`config.mk`:
```
export PLATFORM = sky130hd
export DESIGN_NAME = div_unit
export DESIGN_NICKNAME = d
export VERILOG_FILES = /design/src/rtl/div_unit_pkg.sv /design/src/rtl/div_step.sv /design/src/rtl/div_unit.sv
export SDC_FILE = /design/constraint.sdc
export NUM_CORES = 1
export LEC_CHECK = 0
export CORE_ASPECT_RATIO = 2
export CORE_MARGIN = 1
export CORE_UTILIZATION = 63
export DETAILED_ROUTE_END_ITERATION = 6
export PLACE_DENSITY = 0.91
export SYNTH_ARGS = -nofsm -noshare
export SYNTH_HDL_FRONTEND = slang
export SYNTH_SLANG_ARGS = --single-unit
```
`constraint.sdc`:
```
create_clock -name clk -period 12 [get_ports clk]
set_clock_uncertainty 0.15 [all_clocks]
set_input_delay 3 -clock clk [delete_from_list [all_inputs] [get_ports clk]]
set_output_delay 3 -clock clk [all_outputs]
set_load 0.02 [all_outputs]
```
`src/rtl/div_unit_pkg.sv`:
```
// Shared definitions for the multi-cycle restoring divider: FSM state encodings
// and the default iteration count.
package div_unit_pkg;

  typedef enum logic [1:0] {
    DIV_IDLE    = 2'b00,
    DIV_DIVZERO = 2'b01,
    DIV_BUSY    = 2'b10,
    DIV_DONE    = 2'b11
  } div_state_e;

  // One restoring iteration per quotient bit of a 32-bit operand.
  localparam int unsigned DIV_ITERS = 32;

endpackage

```
`src/rtl/div_step.sv`:
```
// One restoring-division iteration: compare the shifted partial remainder with
// the divisor, subtract when it fits and emit the quotient bit.
module div_step #(
  parameter int unsigned DATA_W = 32
) (
  input  logic [DATA_W:0]   i_partial,
  input  logic [DATA_W-1:0] i_divisor,
  output logic [DATA_W-1:0] o_rem,
  output logic              o_quot_bit
);

  logic [DATA_W-1:0] w_diff;

  // The incoming remainder is always below the divisor, so when the partial fits
  // the true difference is narrower than DATA_W and the truncated subtract is exact.
  always_comb begin
    o_quot_bit = (i_partial >= {1'b0, i_divisor});
    w_diff     = i_partial[DATA_W-1:0] - i_divisor;
    o_rem      = o_quot_bit ? w_diff : i_partial[DATA_W-1:0];
  end

endmodule

```
`src/rtl/div_unit.sv`:
```
// Execute-stage radix-2 restoring divider producing {remainder, quotient} for HILO,
// stalling the pipeline while it iterates and honouring flush/exception annul.
module div_unit
  import div_unit_pkg::*;
#(
  parameter int unsigned DATA_W = DIV_ITERS,
  parameter int unsigned CNT_W  = 6
) (
  input  logic                clk,
  input  logic                resetn,
  input  logic                start,
  input  logic                signed_div,
  input  logic [DATA_W-1:0]   opdata1,
  input  logic [DATA_W-1:0]   opdata2,
  input  logic                annul,
  output logic                stall_div,
  output logic                ready,
  output logic [2*DATA_W-1:0] result
);

  div_state_e r_state;
  div_state_e w_state_nxt;

  logic [CNT_W-1:0]    r_cnt;
  logic [DATA_W-1:0]   r_dvd;   // dividend magnitude; quotient bits shift in from the LSB
  logic [DATA_W-1:0]   r_dvs;
  logic [DATA_W-1:0]   r_rem;
  logic                r_qsign;
  logic                r_rsign;
  logic [2*DATA_W-1:0] r_result;

  logic                w_div_zero;
  logic [DATA_W-1:0]   w_abs1;
  logic [DATA_W-1:0]   w_abs2;
  logic                w_last;
  logic [DATA_W-1:0]   w_step_rem;
  logic                w_step_q;
  logic [DATA_W-1:0]   w_quot;
  logic [DATA_W-1:0]   w_quot_fix;
  logic [DATA_W-1:0]   w_rem_fix;

  always_comb begin
    w_div_zero = (opdata2 == '0);
    w_abs1     = (signed_div && opdata1[DATA_W-1]) ? (~opdata1 + 1'b1) : opdata1;
    w_abs2     = (signed_div && opdata2[DATA_W-1]) ? (~opdata2 + 1'b1) : opdata2;
    w_last     = (r_cnt == CNT_W'(DATA_W - 1));
    w_quot     = {r_dvd[DATA_W-2:0], w_step_q};
    w_quot_fix = r_qsign ? (~w_quot + 1'b1) : w_quot;
    w_rem_fix  = r_rsign ? (~w_step_rem + 1'b1) : w_step_rem;
  end

  div_step #(
    .DATA_W (DATA_W)
  ) u_div_step (
    .i_partial  ({r_rem, r_dvd[DATA_W-1]}),
    .i_divisor  (r_dvs),
    .o_rem      (w_step_rem),
    .o_quot_bit (w_step_q)
  );

  always_comb begin
    w_state_nxt = r_state;
    stall_div   = 1'b0;
    ready       = 1'b0;
    case (r_state)
      DIV_IDLE: begin
        if (start && !annul) begin
          stall_div   = 1'b1;
          w_state_nxt = w_div_zero ? DIV_DIVZERO : DIV_BUSY;
        end
      end
      DIV_DIVZERO: begin
        stall_div   = !annul;
        w_state_nxt = annul ? DIV_IDLE : DIV_DONE;
      end
      DIV_BUSY: begin
        stall_div = !annul;
        if (annul) begin
          w_state_nxt = DIV_IDLE;
        end else if (w_last) begin
          w_state_nxt = DIV_DONE;
        end
      end
      DIV_DONE: begin
        // start is still the same instruction here, so it is deliberately ignored.
        ready       = !annul;
        w_state_nxt = DIV_IDLE;
      end
      default: w_state_nxt = DIV_IDLE;
    endcase
  end

  always_ff @(posedge clk or negedge resetn) begin
    if (!resetn) begin
      r_state  <= DIV_IDLE;
      r_cnt    <= '0;
      r_dvd    <= '0;
      r_dvs    <= '0;
      r_rem    <= '0;
      r_qsign  <= 1'b0;
      r_rsign  <= 1'b0;
      r_result <= '0;
    end else begin
      r_state <= w_state_nxt;
      if (annul) begin
        r_cnt <= '0;
      end else begin
        case (r_state)
          DIV_IDLE: begin
            if (start) begin
              r_qsign <= signed_div & (opdata1[DATA_W-1] ^ opdata2[DATA_W-1]);
              r_rsign <= signed_div & opdata1[DATA_W-1];
              // Divide-by-zero reports the raw dividend, not its magnitude.
              r_dvd   <= w_div_zero ? opdata1 : w_abs1;
              r_dvs   <= w_abs2;
              r_rem   <= '0;
              r_cnt   <= '0;
            end
          end
          DIV_DIVZERO: begin
            r_result <= {r_dvd, {DATA_W{1'b1}}};
          end
          DIV_BUSY: begin
            r_rem <= w_step_rem;
            r_dvd <= w_quot;
            r_cnt <= r_cnt + CNT_W'(1);
            if (w_last) begin
              r_result <= {w_rem_fix, w_quot_fix};
            end
          end
          default: begin
          end
        endcase
      end
    end
  end

  assign result = r_result;

endmodule
```
==> impl_metrics.csv, run 1 <==
group,metric,value,unit
run_status,outcome,"finished clean",
global_route,grt_pass1_vias,12744,
synth,yosys_warnings,0,
clocking,cts_setup_buffers,0,
global_route,grt_max_degree,101,
synth,netlist_area,12700,um2
synth,async_reset_ff_frac,1.00,
finish,drive_gt1_frac,0.0485,
synth,synth_top_cell_by_area,"dfrtp_1",
synth,syn_avg_cell_area,7.91,um2
clocking,cts_made_buffers,17,
worst_setup_path,crit_arrival,5020,ps
worst_setup_path,startpoint_type,"input port",
global_route,antenna_found_initial,0,
timing,relSlewSlack,0.236,
global_route,grt-ovfl-total,0,
floorplan,io_pins,135,
clocking,clock_latency,450,ps
global_route,grt_first_pass_wirelength,62300,um
floorplan,die_x,102,um
synth,synthDistinctLibCells,86,
worst_setup_path,crit_fanout,69,
finish,diodes,0,
timing,hold_viol_final,0,
routing,route.detailed.drc,0,
timing,finalCriticalPeriod,8170,ps
floorplan,start_util,0.642,
timing,setup_slack,3830,ps
worst_setup_path,critPathRequiredTime,8850,ps
clocking,clock-sinks,170,
global_route,grt.total_usage,0.386,
worst_setup_path,worstPathCellList,"clkdlybuf4s50_1, nor2b_1, nand2_2, buf_4, a21oi_1, clkdlybuf4s50_1",
routing,drt_pre_antenna_iters,6,
synth,seq_area_frac_synth,0.334,
timing,timing.fmax,0.122,GHz
worst_setup_path,end_kind,"output pin",
routing,routed_wl,38100,um
synth,syn_inst,1609,
worst_setup_path,cp_top_family,"buffers and inverters",
placement,hpwlAfterDp,28500,um
clocking,cts-resized-gates,0,
clocking,clockBufferDepth,2,
finish,synthToLayoutAreaGrowth,15.4,%
routing,wl_per_cell,19.5,um
clocking,tritoncts,"done",
floorplan,coreArea,19800,um2
timing,drv_slew,0,
routing,via_per_inst,6.51,
placement,io_buffers,134,
timing,worst_pin_slew,1140,ps
floorplan,die_area,20800,um2
routing,vias,12706,
placement,post-place-ws,3840,ps
timing,timing.setup.tns,0,ps
synth,synthTopCellsByCount,"211 x nand2_1, 170 x dfrtp_1, 150 x a21oi_1",
floorplan,dieHeight,203,um
placement,place_congestion,0.996,
clocking,htree_levels,4,
routing,drtAntennaViolNets,0,
synth,synth_top_area_frac,0.334,
synth,synth-edff-count,0,
worst_setup_path,max_stage_delay,630,ps
hold_path,hp-class,"reg2reg",
flow_run,drv_cap,0,
worst_setup_path,critPathKind,"in2out",
floorplan,num_rows,73,
clocking,cts_hold_buf,0,
synth,synth_area_leaders,"dfrtp_1 33%, nand2_1 6.2%, a21oi_1 5.9%",
synth,synth_ff_type,"dfrtp_1",
synth,postSynthRegisterBits,170,
timing,period_share,0.681,
timing,finalSetupViolations,0,
synth,yosysMostFrequentCell,"nand2_1",
worst_setup_path,crit_path_frequent_cell,"clkdlybuf4s50_1",
synth,synth_nets,1721,
finish,nFillCells,1529,
worst_setup_path,worst-path-buf-inv,3,
timing,rsz0062_at_grt,"no",
routing,drt_iter0_drc,890,
finish,fin_nets,1788,
clocking,root_buffer,"clkbuf_16",
clocking,path_clk_slew,60,ps
worst_setup_path,crit_slowest_cell,"clkdlybuf4s50_1",
-- worst register-to-register path, delay by kind of cell, from the launching register on --
| family | cells | cell delay [ps] |
|---|---|---|
| AND/OR/NAND/NOR | 8 | 2660 |
| adder cells (fa/ha/maj) | 2 | 820 |
| multiplexers | 1 | 330 |
| flip-flops | 1 | 460 |
| buffers and inverters | 1 | 120 |
| AO/OA/AOI/OAI | 4 | 1440 |
-- state kept, by name, summed over array words and instances (netlist names) --
name	cells
result	64
r_dvd	32
r_dvs	32
r_rem	32
r_cnt	6
r_state	2
r_qsign	1
r_rsign	1
-- placed cells by master (no fill, tap or decap), types with 19 or more instances in the layout --
master and count:
a21oi_1 150, clkdlybuf4s50_1 133, dfrtp_1 170, ha_1 41, inv_1 54, mux2i_1 19, nand2_1 210, nand3_1 60
nor2_1 132, nor3_1 30, nor4_1 19, o211ai_1 38, o21ai_0 132, o22ai_1 19, o31ai_1 29, or3_1 24
xnor2_1 53, xor2_1 81
-- cells by family after synthesis --
group	count (synthesis)	share of synthesized area
compound gates	500	0.248
xor+xnor	134	0.0923
mux	24	0.0197
flops	170	0.334
fa+ha+maj	43	0.0429
buf+inv	157	0.0489
simple gates	581	0.214
-- stage by stage --
step / hold slack [ps] / cell area (um2) / instances / utilization
final: 330 / 14700 / 1951 / 0.740
after global routing: 349 / 14700 / 1951 / 0.740
after CTS: 335 / 14700 / 1951 / 0.740
after detailed placement: 321 / 14100 / 1919 / 0.712
after global placement: 312 / 14100 / 1919 / 0.712
after floorplan: 300 / 12700 / 1609 / -
-- layer usage --
metal | global-route usage | routed length (um) | part of all wire
met1 | 0.390 | 13100 | 0.34
met2 | 0.682 | 20100 | 0.53
met3 | 0.0768 | 2150 | 0.057
met4 | 0.277 | 2690 | 0.071
met5 | 0 | 0 | 0
-- path summary, 6_finish.rpt --
path | to | slack, ps | start | cells past startpoint
max in group asynchronous | r_rem[8] | 7710 | resetn | 2
hold / removal | r_dvs[19] | 330 | r_dvs[19] | 2
setup reg to reg | result[62] | 5920 | r_rem[8] | 16
setup / recovery | stall_div | 3830 | annul | 6
min in group asynchronous | r_dvd[27] | 2500 | resetn | 1
hold reg to reg | r_dvs[19] | 330 | r_dvs[19] | 2
-- cell type report --
cell class	instances	area, um2	area share
clock buffers	19	453	0.0309
inverters	57	214	0.0146
repair buffers	148	1450	0.0987
multi-input cells	1282	7860	0.536
clock inverters	13	115	0.00785
well taps	262	328	0.0223
flip-flops and latches	170	4250	0.290
Power of run 1 is left out: the tool's default activity adds up to more than one toggle a clock period on the data nets, which glitch-free logic cannot reach.
==> run 2, diff against run 1 <==
Settings changed: CORE_UTILIZATION 63 to 53, PLACE_DENSITY 0.91 to 0.82.
Clock period 12 ns to 6.9 ns, I/O delays scaled along.
==> impl_metrics.csv, run 2 (synthesis gave the netlist of run 1 again) <==
group,metric,value,unit
run_status,outcome,"complete, but fails checks",
run_status,violations,"design-rule violations",
clocking,cts_setup_buffers,0,
clocking,tritoncts,"done",
routing,via_per_inst,6.30,
flow_run,drv_cap,0,
global_route,grt.total_usage,0.308,
placement,io_buffers,134,
placement,dpl_cell_area,14200,um2
global_route,grt_max_degree,70,
worst_setup_path,critPathRequiredTime,7070,ps
worst_setup_path,end_kind,"flop",
worst_setup_path,crit_fanout,14,
finish,final_common_cell,"nand2_1",
clocking,clock_latency,440,ps
clocking,path_clk_slew,60,ps
clocking,root_buffer,"clkbuf_16",
finish,nFillCells,2088,
global_route,grt-ovfl-total,0,
floorplan,io_pins,135,
floorplan,num_rows,79,
hold_path,hp-class,"reg2reg",
worst_setup_path,r2r_end,"result[62]",
global_route,grt_first_pass_wirelength,60900,um
floorplan,start_util,0.543,
worst_setup_path,endpoint,"result[62]",
timing,relSlewSlack,0.247,
routing,drt_iter0_drc,984,
worst_setup_path,critPathKind,"reg2reg",
timing,finalSetupViolations,0,
finish,synthToLayoutAreaGrowth,15.8,%
routing,vias,12442,
placement,post-place-cells,1943,
worst_setup_path,r2r_cells,16,
clocking,clock-sinks,170,
floorplan,coreArea,23400,um2
finish,layout_common_cells,"210 x nand2_1, 170 x dfrtp_1, 150 x a21oi_1",
worst_setup_path,worstReg2RegStart,"r_rem[2]",
finish,multiInputGateArea,7860,um2
placement,place_congestion,0.932,
floorplan,die_x,112,um
finish,fin_nets,1791,
timing,hold_viol_final,0,
routing,wl_per_cell,18.8,um
worst_setup_path,r2r_slack,1320,ps
finish,largest_reg_flops,64,
timing,timing.setup.tns,0,ps
timing,worst_hold_slack,329,ps
clocking,clockBufferDepth,2,
worst_setup_path,crit_path_start,"r_rem[2]",
routing,drtAntennaViolNets,0,
finish,fin_cells,1974,
clocking,cts_hold_buf,0,
finish,regArea,4250,um2
routing,route.detailed.drc,14,
global_route,antenna_found_initial,0,
timing,drv_slew,0,
floorplan,dieHeight,221,um
placement,hpwlAfterDp,28000,um
finish,diodes,0,
timing,rsz0062_at_grt,"no",
clocking,htree_levels,4,
routing,drt_pre_antenna_iters,7,
clocking,cts_made_buffers,17,
clocking,cts-resized-gates,0,
timing,worst_pin_slew,1130,ps
finish,drive_gt1_frac,0.0473,
finish,final_area,14700,um2
timing,timing.fmax,0.179,GHz
global_route,grt_pass1_vias,12462,
routing,routed_wl,37100,um
worst_setup_path,crit_arrival,5750,ps
timing,finalCriticalPeriod,5580,ps
floorplan,die_area,24700,um2
worst_setup_path,startpoint_type,"flop",
timing,period_share,0.808,
-- run 2: changes by cell type in the layout (fill, tap and decap cells not counted), sizes merged --
cell	delta
clkinv	-2
clkbuf	+3
bufinv	+2
buf	+3
inv	-4
-- run 2: area by class of cell --
class,instances,area share
clock buffer,22,0.0308
clock inverter,9,0.00832
inverter,57,0.0145
multi-input combinational,1282,0.534
sequential,170,0.289
tap,283,0.0240
timing repair buffer,151,0.0998
-- run 2: how the worst min path moves through the flow --
| stage | start | to | slack (ps) | cells after the start |
|---|---|---|---|---|
| floorplan | r_dvs[10] | r_dvs[10] | 300 | 2 |
| global placement | r_dvs[21] | r_dvs[21] | 310 | 2 |
| detailed placement | r_dvs[20] | r_dvs[20] | 320 | 2 |
| CTS | r_dvs[20] | r_dvs[20] | 330 | 2 |
| global route | r_dvs[30] | r_dvs[30] | 360 | 2 |
| finish | r_dvs[4] | r_dvs[4] | 330 | 2 |
-- run 2: layer usage --
layer / global-route usage / up-vias / wire [um]
met5: 0 / - / 0
met4: 0.217 / 0 / 2380
met3: 0.0392 / 139 / 1680
met2: 0.571 / 525 / 19800
met1: 0.316 / 5874 / 13300
li1: - / 5904 / -
-- run 2: metrics by stage --
step	worst slack [ps]	utilization
floorplan	1550	-
global placement	1040	0.604
detailed placement	922	0.604
CTS	1390	0.629
global route	1130	0.629
finish	1320	0.629
-- run 2: critical path, cell delays in order (launching register included) --
cell and delay, ps:
dfrtp_1 450, ha_1 380, nand3_1 250, o21ba_1 200
o21ai_1 500, a21oi_1 200, a211o_4 450, inv_2 100
mux2i_1 300, ha_1 270, nand3b_1 150, or3_1 380
or3_1 340, o21a_1 190, nor4b_1 670, nor4bb_1 370
nor3_1 80
Power of run 2 is left out for the same reason.
==> run 3, diff against run 2 <==
Settings changed: CORE_UTILIZATION 53 to 58, PLACE_DENSITY 0.82 to 0.85.
Clock period 6.9 ns to 5.6 ns, I/O delays scaled along.
==> impl_metrics.csv, run 3 (synthesis gave the netlist of run 1 again) <==
group,metric,value,unit
clocking,tritoncts,"done",
routing,route.detailed.drc,0,
clocking,htree_levels,4,
worst_setup_path,critPathRequiredTime,5790,ps
global_route,grt.total_usage,0.353,
clocking,path_clk_slew,70,ps
finish,fin_nets,1802,
placement,place_congestion,0.947,
floorplan,coreArea,21500,um2
routing,drtAntennaViolNets,0,
routing,drt_pre_antenna_iters,5,
global_route,grt-ovfl-total,0,
finish,diodes,0,
global_route,grt_max_degree,82,
clocking,clockBufferDepth,2,
timing,period_share,0.920,
clocking,cts-resized-gates,0,
routing,dr_wl_met3,1720,um
routing,top_layer,"met4",
floorplan,io_pins,135,
global_route,grt_first_pass_wirelength,62400,um
routing,wl_per_cell,19.5,um
timing,drv_slew,0,
routing,drt_iter0_drc,925,
timing,timing.setup.tns,0,ps
clocking,clock_latency,450,ps
timing,hold_viol_final,0,
finish,multiInputGateArea,7860,um2
worst_setup_path,crit_arrival,5340,ps
placement,io_buffers,134,
worst_setup_path,crit_fanout,14,
placement,dpl_cell_area,14200,um2
placement,hpwlAfterDp,29300,um
hold_path,hp-class,"reg2reg",
timing,finalSetupViolations,0,
finish,nFillCells,1821,
routing,routed_wl,38600,um
worst_setup_path,critPathKind,"reg2reg",
clocking,cts_made_buffers,17,
routing,dr_wl_met2,20800,um
global_route,grt_pass1_vias,12644,
timing,relSlewSlack,0.226,
clocking,cts_setup_buffers,0,
timing,timing.fmax,0.194,GHz
finish,drive_gt1_frac,0.0535,
floorplan,die_x,107,um
finish,synthToLayoutAreaGrowth,16.2,%
clocking,cts_hold_buf,0,
timing,finalCriticalPeriod,5150,ps
routing,via_per_inst,6.41,
worst_setup_path,startpoint_type,"flop",
finish,final_area,14800,um2
global_route,antenna_found_initial,0,
clocking,root_buffer,"clkbuf_16",
floorplan,dieHeight,211,um
floorplan,start_util,0.592,
floorplan,die_area,22600,um2
run_status,outcome,"finished clean",
clocking,clock-sinks,170,
floorplan,num_rows,76,
finish,regArea,4250,um2
worst_setup_path,end_kind,"flop",
flow_run,drv_cap,0,
timing,rsz0062_at_grt,"no",
finish,final_common_cell,"nand2_1",
finish,layout_common_cells,"210 x nand2_1, 170 x dfrtp_1, 150 x a21oi_1",
routing,vias,12645,
routing,drt-met1-wl,13300,um
timing,worst_pin_slew,1160,ps
finish,largest_reg_flops,64,
[run 3: changes by cell type in the layout (fill, tap and decap cells not counted)]
cell        change
clkinv_2        -2
bufinv_16       -1
clkbuf_8        +1
buf_4          +11
clkinvlp_4      +2
clkbuf_1        -2
[run 3: critical path, stage by stage (launching register included)]
cell and delay [ps]:
dfrtp_1 450, ha_1 450, a21oi_1 360, o21a_1 230
o21bai_1 110, a211o_1 320, a211o_4 440, inv_2 90
mux2i_1 260, ha_1 260, nand3b_1 160, or3_1 380
or3_1 330, o21a_1 200, nor4b_1 290, buf_4 190
nor4bb_1 270, nor3_1 80
[run 3: path summary, 6_finish.rpt]
kind	startpoint	endpoint	slack, ps	depth (start not counted)
hold reg to reg	r_dvs[19]	r_dvs[19]	330	2
min in group asynchronous	resetn	r_dvd[27]	820	1
setup reg to reg	r_rem[17]	result[62]	450	17
max in group asynchronous	resetn	r_dvd[1]	3320	2
setup / recovery	r_rem[17]	result[62]	450	17
hold / removal	r_dvs[19]	r_dvs[19]	330	2
[run 3: per-layer routing]
layer / up-vias / global-route usage
met5: - / 0
met4: 0 / 0.248
met3: 170 / 0.0462
met2: 533 / 0.656
met1: 6023 / 0.354
li1: 5919 / -
[run 3: final cells by class]
| type | instances | share of cell area |
|---|---|---|
| multi-input cells | 1282 | 0.532 |
| flip-flops and latches | 170 | 0.288 |
| repair buffers | 162 | 0.105 |
| clock buffers | 21 | 0.0311 |
| well taps | 273 | 0.0231 |
| inverters | 57 | 0.0145 |
| clock inverters | 8 | 0.00660 |
[run 3: per-stage QoR]
| step | worst slack (ps) | util | hold slack [ps] | cells |
|---|---|---|---|---|
| floorplan | 250 | - | 300 | 1609 |
| finish | 450 | 0.688 | 327 | 1973 |
| global placement | 354 | 0.662 | 312 | 1944 |
| detailed placement | 335 | 0.662 | 321 | 1944 |
| CTS | 521 | 0.688 | 335 | 1973 |
| global route | 140 | 0.688 | 352 | 1973 |
Power of run 3 is left out for the same reason.
